==> src/rtl/pwm_gen_dt.sv <==
`default_nettype none
//==============================================================================
// pwm_gen_dt - center-aligned three-leg PWM with per-leg dead-time insertion;
// define PWM_GEN_PERIOD_IRQ_EN to add a 500-cycle IRQ pulse after each zero.
// Revision: 1.0
//==============================================================================
module pwm_gen_dt #(
  parameter int CW       = 16,
  parameter int PERIOD   = 2500,
  parameter int DEADTIME = 100
) (
  input  logic          CLK0,
  input  logic          RST,
  input  logic          WR,
  input  logic [1:0]    WADDR,
  input  logic [CW-1:0] WDATA,
  output logic [5:0]    PWM,
  output logic          ZERO,
  output logic [CW-1:0] CNT
`ifdef PWM_GEN_PERIOD_IRQ_EN
  ,
  output logic          IRQ
`endif
);

  localparam int              DTW     = (DEADTIME < 2) ? 1 : $clog2(DEADTIME + 1);
  localparam logic [CW-1:0]   PEAK    = CW'(PERIOD);
  localparam logic [DTW-1:0]  DT_LOAD = DTW'(DEADTIME);

  typedef enum logic {DIR_UP = 1'b0, DIR_DOWN = 1'b1} dir_t;

  logic [1:0]    ctrl;
  logic [1:0]    ctrl_nxt;
  logic          run;
  logic          blocked_nxt;
  logic          blocked_q;
  logic [CW-1:0] cnt;
  logic [CW-1:0] cnt_nxt;
  dir_t          dir;
  dir_t          dir_nxt;
  logic [2:0]    leg_hi;
  logic [2:0]    leg_lo;

  // Control writes act on the sampling edge, so gating looks at the next value.
  assign ctrl_nxt    = (WR && (WADDR == 2'd3)) ? WDATA[1:0] : ctrl;
  assign run         = ctrl[0];
  assign blocked_nxt = !ctrl_nxt[0] || ctrl_nxt[1];
  assign blocked_q   = !ctrl[0] || ctrl[1];

  always_ff @(posedge CLK0 or posedge RST) begin
    if (RST) begin
      ctrl <= 2'b00;
      cnt  <= '0;
      dir  <= DIR_UP;
    end else begin
      ctrl <= ctrl_nxt;
      cnt  <= cnt_nxt;
      dir  <= dir_nxt;
    end
  end

  // Counter holds at zero for the first running cycle so ZERO is visible then.
  always_comb begin
    cnt_nxt = '0;
    dir_nxt = DIR_UP;
    if (ctrl_nxt[0] && run) begin
      cnt_nxt = cnt;
      dir_nxt = dir;
      case (dir)
        DIR_UP: begin
          if (cnt == PEAK) begin
            cnt_nxt = PEAK - CW'(1);
            dir_nxt = DIR_DOWN;
          end else begin
            cnt_nxt = cnt + CW'(1);
          end
        end
        default: begin
          if (cnt == CW'(1)) begin
            cnt_nxt = '0;
            dir_nxt = DIR_UP;
          end else begin
            cnt_nxt = cnt - CW'(1);
          end
        end
      endcase
    end
  end

  assign ZERO = run && (cnt == '0);
  assign CNT  = cnt;

  generate
    for (genvar g = 0; g < 3; g++) begin : g_leg
      logic [CW-1:0]  shadow;
      logic [CW-1:0]  active;
      logic           h;
      logic           h_prev;
      logic [DTW-1:0] dt;
      logic           hi;
      logic           lo;

      assign h = (cnt < active);

      always_ff @(posedge CLK0 or posedge RST) begin
        if (RST) begin
          shadow <= '0;
          active <= '0;
          h_prev <= 1'b0;
          dt     <= '0;
          hi     <= 1'b0;
          lo     <= 1'b0;
        end else begin
          if (WR && (WADDR == 2'(g))) begin
            shadow <= WDATA;
          end
          if (!run || (cnt == '0)) begin
            active <= shadow;
          end
          h_prev <= h;
          // Leaving a blocked state counts as a transition: full dead-time first.
          if (blocked_nxt || blocked_q || (h != h_prev)) begin
            dt <= DT_LOAD;
            hi <= 1'b0;
            lo <= 1'b0;
          end else if (dt > DTW'(1)) begin
            dt <= dt - DTW'(1);
            hi <= 1'b0;
            lo <= 1'b0;
          end else begin
            dt <= '0;
            hi <= h;
            lo <= !h;
          end
        end
      end

      assign leg_hi[g] = hi;
      assign leg_lo[g] = lo;
    end
  endgenerate

  assign PWM = {leg_lo[2], leg_hi[2], leg_lo[1], leg_hi[1], leg_lo[0], leg_hi[0]};

`ifdef PWM_GEN_PERIOD_IRQ_EN
  localparam int IRQ_LEN = 500;

  logic [8:0] irq_cnt;

  always_ff @(posedge CLK0 or posedge RST) begin
    if (RST) begin
      irq_cnt <= '0;
    end else if (ZERO) begin
      irq_cnt <= 9'(IRQ_LEN);
    end else if (irq_cnt != '0) begin
      irq_cnt <= irq_cnt - 9'd1;
    end
  end

  assign IRQ = (irq_cnt != '0);
`else
  // Period interrupt not built in this configuration.
`endif

endmodule
`default_nettype wire
==> config.mk <==
export PLATFORM = sky130hd
export DESIGN_NAME = pwm_gen_dt
export DESIGN_NICKNAME = d
export VERILOG_FILES = /design/src/rtl/pwm_gen_dt.sv
export SDC_FILE = /design/constraint.sdc
export NUM_CORES = 1
export LEC_CHECK = 0
export BUFFER_PORTS_ARGS = -buffer_cell sky130_fd_sc_hd__buf_2
export CAP_MARGIN = 15
export CORE_MARGIN = 1
export CORE_UTILIZATION = 60
export CTS_CLUSTER_SIZE = 40
export DETAILED_ROUTE_END_ITERATION = 12
export PLACE_DENSITY = 0.79
export SYNTH_ARGS = -nofsm -noshare
export SYNTH_HDL_FRONTEND = slang
export SYNTH_SLANG_ARGS = --single-unit
==> constraint.sdc <==
create_clock -name CLK0 -period 6.14 [get_ports CLK0]
set_input_delay 1.228 -clock CLK0 [delete_from_list [all_inputs] [get_ports CLK0]]
set_output_delay 1.228 -clock CLK0 [all_outputs]
set_load 0.05 [all_outputs]
# Yosys cells after proc, flatten, opt, wreduce, memory -nomap -nowiden
# Index checks and enable logic that the tools add are counted.
totals:
  regBits: 145
  out_inout_bits: 23
  word_cells: 87
classes:
  n_addsub: 5
  order_cmp: 6
  n_eq_ne: 8
  muxes: 27
  n_reduce_logical: 20
op_table:
  columns: ["op", "n"]
  rows:
  - ["16-bit 2-to-1 mux", 4]
  - ["16-bit less-than comparator", 3]
  - ["7-bit 2-to-1 mux", 6]
  - ["7-bit by 1-bit > comparator with 1-bit output, second input constant", 3]
  - ["7-bit by 1-bit subtractor with 7-bit output, second input constant", 3]
  - ["16-bit by 1-bit adder with 16-bit output, second input constant", 1]
  - ["16-bit by 1-bit equality test with 1-bit output, second input constant", 1]
  - ["16-bit by 12-bit equality test with 1-bit output, second input constant", 1]
  - ["16-bit logical NOT", 1]
  - ["1-bit 2-to-1 mux", 16]
  - ["16-bit by 1-bit subtractor with 16-bit output, second input constant", 1]
  - ["1-bit logical OR", 7]
  - ["1-bit logical AND", 6]
  - ["1-bit logical NOT", 5]
  - ["2-bit equality test, second input constant", 2]
  - ["1-bit != test", 3]
  - ["2-bit by 1-bit equality test with 1-bit output, second input constant", 1]
  - ["2-bit logical NOT", 1]
  - ["2-bit 2-to-1 mux", 1]

# Logic depth before layout (Yosys ltp)
logic_depth:
  ltp_word: 8
  depth_mapped: 11
  ltp_nobuf: 8

# Worst setup path after synthesis
# No wires, ideal clock.
synth_timing:
  path_kind: "reg2out"
  startpoint: "register cnt[0] (netlist: CNT[0])"
  endpoint: "output port ZERO"
  t_arrival_ns: 2.114
  required_ns: 4.912
  slack_ns: 2.798
  path_stages_with_launch: 8
  n_path_buf: 1
  cell_sequence: "dfrtp_1 -> buf_2 -> inv_1 -> ha_1 -> nor3b_2 -> nand2_1 -> and2b_1 -> and3_1"
synth_via:
  elab_chain_len: 2
synth_lines:
  columns: ["item", "line_no", "text"]
  rows:
  - ["from (decl)", "37", "logic [CW-1:0] cnt;"]
  - ["from (signal assigned)", "57", "cnt <= cnt_nxt;"]
  - ["16-bit logical NOT", "90", "assign ZERO = run && (cnt == '0);"]
  - ["1-bit logical AND", "90", null]
  - ["to (decl)", "18", "output logic ZERO,"]
# No other way between the ends.

# Final worst setup path
layout_timing:
  startpoint: "register cnt[1] (netlist: CNT[1])"
  endpoint: "output port ZERO"
# The elaborated chain is that of the path after synthesis.

==> summary.md <==
| Metric | Value |
|---|---|
| Run status | `completed` |
| Cell count after synthesis | `between 600 and 700` |
| Layout Nets | `774` |
| Crit path DAT | `2.42 ns` |
| Clk slew on worst S/H paths | `0.06 ns` |
| Critical R2R Launch | `CNT[2]` |
| R2R depth | `7` |
| DIE WIDTH | `114 um` |
| Initial Utilization | `62.0%` |
| Setup TNS | `0 ns` |
| Total number of vias | `5,294` |
| Fin crit period | `3.65 ns` |
| Worst path cell trace | `inv_1 > ha_1 > nor3b_2 > nand2_1 > and2b_1 > and3_1 > buf_2` |
| First-pass GRT wire length | `between 20,000 and 30,000 um` |
| PortBufs | `43` |
| Hold-critical path endpoint | `g_leg[1].shadow[1]` |
| Worst-margin pin slew | `1.14 ns` |
| Initial antenna violation count | `0` |
| Reg-to-Reg End | `g_leg[1].dt[5]` |
| FFs w/ async S/R, synth | `100%` |
| Post-synthesis register bit count | `145` |
| Initial DRC count | `321` |
| GRT overflow | `0` |
| Fin cells | `880` |
| Reg-to-reg slack, setup | `3.17 ns` |
| Die Area | `13,000 sq um` |
| Worst Hold Class | `reg2reg` |
| DP Wirelength | `~11,000 um` |
| CP required | `a little under 5 ns` |
| Pwr Density | `386 nW/um^2` |
| Unrepaired setup endpoints after global routing | `no` |
| Gr usage total | `27.5%` |
| I/O pin count | `44` |
| Worst slew margin | `24.0%` |
| Setup CP Type | `reg2out` |
| CP max-delay cell | `dfrtp_1` |
| CP endpoint kind | `output port` |
| Die Y | `114 um` |
| Worst hold stages | `2` |
| H-tree depth | `4` |
| GP Congestion | `0.939` |
| Fin Clk Skew | `between 0.007 and 0.008 ns` |
| Root Buffer Master | `clkbuf_16` |
| Maximum VDD drop | `0.256 mV` |
| Share of post-route cells with drive strength above 1 | `26.0%` |
| Final Hold Vio Count | `0` |
| CTS tree | `built` |
| Setup crit start kind | `register` |
| Number of global-route vias before repair | `5,550` |
| Clock sink count | `145` |
| Postcts setup bufs | `0` |
| # fillers | `870` |
| Yosys Warn Count | `0` |
| Leakage | `4.00 nW` |
| Area growth from synthesis to layout | `13.4%` |
| Drc violations | `0` |
| Mapped Nets | `735` |
| Period utilization | `between 50% and 60%` |
| Hold slack | `approximately 0.48 ns` |
| Core area | `12,100 sq um` |
| Max Fclk | `between 200 and 300 MHz` |
| Worst-path maximum fanout | `9` |
| Post-Syn Area | `approximately 7500 sq um` |
| Max stage delay on crit path | `0.48 ns` |
| Synth top area share | `between 40% and 50%` |
| Vias/cell | `~6` |
| WL/cell | `18.3 um` |
| Post-cts resize count | `0` |
| Pre-antenna DRT Iters | `6` |
| Max-Cap Viols | `0` |
| Max-slew violation count | `0` |
| TritonCTS buffer count | `17` |
| Hold path start | `g_leg[1].shadow[1]` |
| Most used DFF post-synth | `dfrtp_1` |
| Seq/Total Area, Yosys | `between 40% and 50%` |
| Library cells used by synthesis | `60` |
| Top post-synthesis cells by area | `dfrtp_1, mux2_2, ha_1` |
| Final wirelength | `16,100 um` |
| Hold-fix buffers at CTS | `0` |
| Yosys top cell by area | `dfrtp_1` |
| Row cnt | `40` |
| Post-synth EDFFs | `0` |
| Dpl cells | `847` |
| Mean area per synthesized cell | `11.4 sq um` |
| Clk buf depth | `2` |
| DRT antenna net count | `0` |
| Worst-skew pair later-pin latency | `0.43 ns` |
| Final core utilization | `between 70% and 80%` |
| Tot Pwr | `~3.3 mW` |
| Pin count of the biggest net entering global routing | `104` |
| # diodes | `0` |
| Final count of negative-setup-slack endpoints | `0` |
-- cell usage in the layout (no fill, tap or decap), types with 3 or more instances in the layout --
cell type,netlist,final
mux2_2,94,94
o22a_1,3,3
and2_1,3,3
xnor2_1,5,5
nand3_1,18,18
a31oi_1,7,7
a211o_1,4,4
inv_1,64,63
ha_1,54,54
or4_1,3,3
o21a_1,3,3
clkbuf_16,0,17
clkbuf_8,0,5
a21oi_1,19,19
a21o_1,7,7
bufinv_16,0,6
nand4_1,14,14
nand2b_1,7,7
and3_1,7,7
nor2_1,32,32
xor2_1,8,8
nand2_1,20,19
o21ai_0,11,11
a211oi_1,4,4
a221oi_1,5,5
buf_2,6,43
nor3_1,27,27
nor4_1,13,13
o21ai_1,3,3
or3_1,14,14
dfrtp_1,145,145
-- metrics by stage --
step,cell area [sq um],setup WS [ns]
CTS,8490,2.48
finish,8510,2.49
global placement,7800,2.99
detailed placement,7800,2.93
global route,8510,2.30
floorplan,7510,1.02
-- cells by family after synthesis --
| kind of cell | after synthesis | share of synthesized area (%) |
|---|---|---|
| AOI/OAI and AO/OA | 87 | 8.37 |
| DFF | 145 | 48.3 |
| adders and majority gates | 54 | 9.00 |
| buffers and inverters | 90 | 5.35 |
| and+or+nand+nor | 173 | 12.7 |
| muxes | 97 | 14.5 |
| xor gates and xnor gates | 14 | 1.73 |
-- critical path, delay by kind of cell, from the launching register on --
family,cells,cell delay [ns]
buf+inv,2,0.41
fa+ha+maj,1,0.21
flops,1,0.48
simple gates,4,0.89
-- layout make-up --
type,instances,area [sq um],area share (%)
multi-input cells,425,3480,40.9
flip-flops and latches,145,3630,42.6
well taps,168,210,2.47
clock inverters,9,199,2.34
clock buffers,23,498,5.85
inverters,64,245,2.88
repair buffers,46,250,2.94
-- synth_stat cells (all sizes together) (4+ instances only) --
cell      n
a21oi    19
nor3b     4
nor2     32
a21o      7
a211oi    5
xnor2     5
a31oi     7
a311oi    4
a221oi    5
nor4     14
xor2      9
dfrtp   145
inv      64
and3      8
a211o     4
nand2b    7
nor3     27
clkbuf    8
mux2     95
ha       54
nand3    18
or3      15
buf      18
nand2    20
nand4    15
o21ai    14
-- flip-flops by register name (all words and copies together) (netlist names) --
signal        flops
CNT              16
ctrl              2
dir               1
g_leg.active     48
g_leg.dt         21
g_leg.h_prev      3
g_leg.hi          3
g_leg.lo          3
g_leg.shadow     48
-- where the power goes --
part | switching, mW | internal [mW]
Combinational | 0.421 | 0.357
Clock | 0.386 | 0.815
Sequential | 0.141 | 1.16
Total | 0.947 | 2.34
-- worst max path at each step --
stage	to	cells after the start	startpoint
floorplan	CNT[0]	1	RST
global placement	ZERO	7	CNT[1]
detailed placement	g_leg[2].dt[5]	5	WADDR[0]
CTS	ZERO	7	CNT[1]
global route	ZERO	7	CNT[1]
finish	ZERO	7	CNT[1]
-- routing by layer --
metal / GRT usage (%) / vias to the layer above / wire, um
met5: 0 / - / 0
met4: 14.3 / 0 / 552
met3: 5.84 / 48 / 783
met2: 46.6 / 160 / 8080
met1: 33.1 / 2632 / 6660
li1: - / 2454 / -
(Power assumes the default switching activity.)
